`src/rtl/aes_mix_columns_pkg.sv`:
```
// GF(2^8) helpers shared by the MixColumns datapath.
// Multiplies by AES coefficients using the xtime chain only.
package aes_pkg;

   localparam logic [7:0] GF_REDUCE = 8'h1B;

   typedef logic [7:0] gf_byte_t;

   typedef enum logic [3:0] {
      GF_X2 = 4'h2,
      GF_X3 = 4'h3,
      GF_X9 = 4'h9,
      GF_XB = 4'hB,
      GF_XD = 4'hD,
      GF_XE = 4'hE
   } gf_coef_e;

   function automatic gf_byte_t xtime(input gf_byte_t b);
      return {b[6:0], 1'b0} ^ (b[7] ? GF_REDUCE : 8'h00);
   endfunction

   function automatic gf_byte_t gf_mul_const(input gf_byte_t b, input gf_coef_e c);
      gf_byte_t x2;
      gf_byte_t x4;
      gf_byte_t x8;
      x2 = xtime(b);
      x4 = xtime(x2);
      x8 = xtime(x4);
      case (c)
         GF_X2:   return x2;
         GF_X3:   return x2 ^ b;
         GF_X9:   return x8 ^ b;
         GF_XB:   return x8 ^ x2 ^ b;
         GF_XD:   return x8 ^ x4 ^ b;
         GF_XE:   return x8 ^ x4 ^ x2;
         default: return b;
      endcase
   endfunction

endpackage

```
`src/rtl/aes_mix_columns_if.sv`:
```
// Data/valid bundle for the MixColumns stage.
interface aes_mix_columns_if;
   logic         iValid;
   logic         iInv;
   logic [127:0] iData;
   logic         oValid;
   logic [127:0] oData;

   modport master (output iValid, output iInv, output iData, input oValid, input oData);
   modport slave  (input iValid, input iInv, input iData, output oValid, output oData);
endinterface

```
`src/rtl/aes_mix_single_column.sv`:
```
// Combinational (Inv)MixColumns for one 32-bit column, a0 in the MSB byte.
module aes_mix_single_column
   import aes_pkg::*;
(
   input  logic [31:0] col,
   input  logic        inv,
   output logic [31:0] res
);

   gf_byte_t a0, a1, a2, a3;

   assign a0 = col[31:24];
   assign a1 = col[23:16];
   assign a2 = col[15:8];
   assign a3 = col[7:0];

   always_comb begin
      res = '0;
      if (inv) begin
         res = {gf_mul_const(a0, GF_XE) ^ gf_mul_const(a1, GF_XB) ^ gf_mul_const(a2, GF_XD) ^ gf_mul_const(a3, GF_X9),
                gf_mul_const(a0, GF_X9) ^ gf_mul_const(a1, GF_XE) ^ gf_mul_const(a2, GF_XB) ^ gf_mul_const(a3, GF_XD),
                gf_mul_const(a0, GF_XD) ^ gf_mul_const(a1, GF_X9) ^ gf_mul_const(a2, GF_XE) ^ gf_mul_const(a3, GF_XB),
                gf_mul_const(a0, GF_XB) ^ gf_mul_const(a1, GF_XD) ^ gf_mul_const(a2, GF_X9) ^ gf_mul_const(a3, GF_XE)};
      end else begin
         res = {gf_mul_const(a0, GF_X2) ^ gf_mul_const(a1, GF_X3) ^ a2 ^ a3,
                a0 ^ gf_mul_const(a1, GF_X2) ^ gf_mul_const(a2, GF_X3) ^ a3,
                a0 ^ a1 ^ gf_mul_const(a2, GF_X2) ^ gf_mul_const(a3, GF_X3),
                gf_mul_const(a0, GF_X3) ^ a1 ^ a2 ^ gf_mul_const(a3, GF_X2)};
      end
   end

endmodule

```
`src/rtl/aes_mix_columns.sv`:
```
// MixColumns / InvMixColumns on a 128-bit AES state with one output register.
module aes_mix_columns
   import aes_pkg::*;
#(
   parameter int unsigned INV_EN = 1
) (
   input  logic              iClk,
   input  logic              iRst,
   aes_mix_columns_if.slave  bus
);

   logic         inv_sel;
   logic [127:0] mixed;
   logic         valid_q;
   logic [127:0] data_q;

   assign inv_sel = (INV_EN != 0) && bus.iInv;

   for (genvar c = 0; c < 4; c++) begin : g_col
      aes_mix_single_column u_col (
         .col (bus.iData[127-32*c -: 32]),
         .inv (inv_sel),
         .res (mixed[127-32*c -: 32])
      );
   end

   // oData keeps the last result across idle beats; only valid moves.
   always_ff @(posedge iClk or posedge iRst) begin
      if (iRst) begin
         valid_q <= 1'b0;
         data_q  <= '0;
      end else begin
         valid_q <= bus.iValid;
         if (bus.iValid) data_q <= mixed;
      end
   end

   assign bus.oValid = valid_q;
   assign bus.oData  = data_q;

endmodule

```
`src/flat_wrapper.sv`:
```
// flat-port wrapper written by rule: the top's interface ports become plain ports
module aes_mix_columns_flat import aes_pkg::*;
#(
   parameter int unsigned INV_EN = 1
)
  (iClk, iRst, bus_iValid, bus_iInv, bus_iData, bus_oValid, bus_oData);
  aes_mix_columns_if bus_i ();
  input  logic iClk;
  input  logic iRst;
  input wire logic [$bits(bus_i.iValid)-1:0] bus_iValid;
  input wire logic [$bits(bus_i.iInv)-1:0] bus_iInv;
  input wire logic [$bits(bus_i.iData)-1:0] bus_iData;
  output wire logic [$bits(bus_i.oValid)-1:0] bus_oValid;
  output wire logic [$bits(bus_i.oData)-1:0] bus_oData;
  assign bus_i.iValid = bus_iValid;
  assign bus_i.iInv = bus_iInv;
  assign bus_i.iData = bus_iData;
  assign bus_oValid = bus_i.oValid;
  assign bus_oData = bus_i.oData;
  aes_mix_columns #(.INV_EN(INV_EN)) u_core (.iClk(iClk), .iRst(iRst), .bus(bus_i));
endmodule
```
`config.mk`:
```
export PLATFORM = sky130hd
export DESIGN_NAME = aes_mix_columns_flat
export DESIGN_NICKNAME = d
export VERILOG_FILES = /design/src/rtl/aes_mix_columns_pkg.sv /design/src/rtl/aes_mix_columns_if.sv /design/src/rtl/aes_mix_single_column.sv /design/src/rtl/aes_mix_columns.sv /design/src/flat_wrapper.sv
export SDC_FILE = /design/constraint.sdc
export NUM_CORES = 1
export LEC_CHECK = 0
export CORE_MARGIN = 2
export CORE_UTILIZATION = 40
export CTS_CLUSTER_DIAMETER = 120
export DETAILED_ROUTE_END_ITERATION = 8
export DONT_BUFFER_PORTS = 1
export SYNTH_ARGS = -nofsm -noshare
export SYNTH_HDL_FRONTEND = slang
export SYNTH_HIERARCHICAL = 1
export SYNTH_SLANG_ARGS = --single-unit
```
`constraint.sdc`:
```
create_clock -name iClk -period 11.8 [get_ports iClk]
set_input_delay 2.36 -clock iClk [delete_from_list [all_inputs] [get_ports iClk]]
set_output_delay 2.36 -clock iClk [all_outputs]
set_load 0.005 [all_outputs]
```
==> metrics.csv <==
metric,value,unit
Skew-Pair Late Insertion Delay,420,ps
worst r2r path cells,1,
Hold Fails Final Rpt,0,
flop-to-flop setup slack,10980,ps
"antenna viol nets, final",0,
post-synthesis sequential area ratio,0.2220,
Int Power,1822,uW
Max Slew Vio Count,0,
cts hold-fix bufs,0,
clk buf depth,2,
Gate power share,0.495,
Seq pwr share,0.302,
Cell variety after synth,30,
post-placement setup slack,7350,ps
fin util,0.4249,
Switch Pwr,1031,uW
clk root buf,clkbuf_16,
hold_ws,535.9,ps
crit path capture,u_core/bus.oData[44],
DR DRC count,0,
FP Rows,69,
n_diodes,0,
Core ar.,35660,sq um
worst setup margin,7750,ps
total CTS buffers,17,
Synth top area share,0.3114,
routability cong.,0.8733,
Worst Tran Pin Value,799.0,ps
Setup crit start,bus_iData[54],
min Tclk post-route,4050,ps
vias per cell,4.925,
Syn Std Cell Area,14540,sq um
Synth Register Bits,129,
Syn. warnings,6,
NumNets Final,1397,
Hold Path Class,flop to flop,
syn_nets,1467,
Layout area overhead,4.173,%
Switching Share,0.3613,
Overflow after GRT,0,
initial antenna violation count,0,
Peak supply drop,0.09745,mV
die height,194.7,microns
reg-to-reg endpoint,u_core/bus.oData[69],
CP Max Fanout,5,
gr usage total,0.1921,
clock sinks,129,
number of max-cap violations,0,
RSZ-0062 raised after global routing,no,
Post-Route WL,35680,microns
clock skew,0,ps
Final setup violation count,0,
port bufs,0,
FF-to-FF Start,u_core/bus.oData[69],
area of the multi-input gates,10690,sq um
largest net degree at the start of global routing,151,
full die area,37900,sq um
Max-slew headroom,0.4674,
ranking of synthesized cells by area,"xnor2_1 (31%), dfrtp_1 (22%), xor2_1 (12%), mux2_2 (9.9%), xnor3_1 (7.1%)",
status,completed,
Pre-antenna DRT Iters,5,
CP arrival,4370,ps
final setup TNS,0,ps
Final HPWL DP,27770,microns
WL per Instance,20.53,microns
Fmax achieved,246.9,MHz
"Avg Cell Area, Syn",10.89,sq um
vias in the first global route,9268,
Syn Inst Count,1335,
number of fill cells in the layout,3460,
Final Cycle Share,0.3432,
Synth area leader,xnor2_1,
# resized after CTS,0,
CTS H-tree lvls,4,
Initial Utilization,0.4079,
CP required,12120,ps
share of cells above drive strength 1,0.1699,
initial drt markers,339,
first-pass GRT wire length,55870,microns
Pwr per Cell Area,188.3,nW/um^2
type of the worst setup path,input pin to flop,
setup bufs post-CTS,0,
Die W,194.7,microns
crit start category,input pin,
sequential cell area,3228,sq um
static leakage,0.005912,uW
IO Count,261,
Setup crit end kind,flop,
clock power share,0.203,
CTS tree,yes,
clock transition at the registers of the reported paths,60,ps
Vias,8559,
[state kept, by name, indices dropped and copies added (netlist names)]
register,count
u_core/bus.oData,128
u_core/bus.oValid,1
[layer usage]
| metal | up-vias | wire length [microns] | GRT usage |
|---|---|---|---|
| li1 | 4106 | - | - |
| met2 | 230 | 16950 | 0.3179 |
| met3 | 24 | 2841 | 0.06420 |
| met4 | 0 | 440 | 0.04986 |
| met1 | 4199 | 15450 | 0.2401 |
| met5 | - | 0 | 0 |
[logic make-up (layout without fill, tap and decap cells)]
group,count (synthesis),count (layout),share of synthesized area
XOR/XNOR,822,822,0.5833
multiplexers,136,136,0.1046
flip-flops,129,129,0.2220
AO/OA/AOI/OAI,60,60,0.02091
AND/OR/NAND/NOR,94,94,0.02616
buffers and inverters,94,36,0.04302
[power by group through the flow]
| stage | clock network, uW | logic [uW] | registers (uW) |
|---|---|---|---|
| 2_1_floorplan | 0 | 1260 | 792 |
| 3_3_place_gp | 0 | 1400 | 877 |
| 3_5_place_dp | 0 | 1410 | 879 |
| 4_1_cts | 599 | 1420 | 873 |
| 5_1_grt | 617 | 1540 | 897 |
| 6_report | 580 | 1410 | 861 |
[cell usage in the layout (no fill, tap or decap), drive strengths merged]
cell and instances:
nand2b 3, a31oi 3, inv 8, xnor3 54, o21ai 8, buf 1
nor2 38, clkbuf 17, nor2b 5, mux2i 8, mux2 128, dfrtp 129
bufinv 4, clkinvlp 1, xnor2 548, xor2 209, or2 3, xor3 11
clkinv 5, a21oi 49, nand2 45
[critical path, stage by stage]
cell and delay [ps]:
xnor2_2 260, xnor3_1 570, xor3_2 480, xnor2_1 150, a21oi_1 180, xor2_1 90, mux2_2 280
[cell usage after synthesis, drive strengths merged]
library cell  count
a31oi             3
a21oi            49
or2               3
nand2            45
xnor2           548
clkbuf           21
inv               4
xor2            209
nand2b            3
xor3             11
nor2             38
mux2            128
mux2i             8
nor2b             5
o21ai             8
xnor3            54
dfrtp           129
buf              69
[metrics by stage]
step,total power (uW),instances,instance area [sq um]
4_1_cts,2896,1738,15150
2_1_floorplan,2051,1335,14540
3_3_place_gp,2279,1707,14520
6_report,2853,1738,15150
3_5_place_dp,2292,1707,14520
5_1_grt,3057,1738,15150
[final cells by class]
type,instances,area share
clock buffer,17,0.02808
tap,461,0.03807
inverter,4,0.001321
timing repair buffer,1,0.0004955
clock inverter,14,0.01338
multi-input combinational,1112,0.7056
sequential,129,0.2131
[worst min path at each step]
stage                               from              endpoint  slack, ps  cells after the start
finish              u_core/bus.oData[55]  u_core/bus.oData[55]        540                      1
global route        u_core/bus.oData[31]  u_core/bus.oData[31]        550                      1
CTS                 u_core/bus.oData[65]  u_core/bus.oData[65]        540                      1
detailed placement  u_core/bus.oData[17]  u_core/bus.oData[17]        520                      1
global placement    u_core/bus.oData[65]  u_core/bus.oData[65]        520                      1
floorplan           u_core/bus.oData[53]  u_core/bus.oData[53]        510                      1
Note: power is estimated with default switching activity, not from simulation.
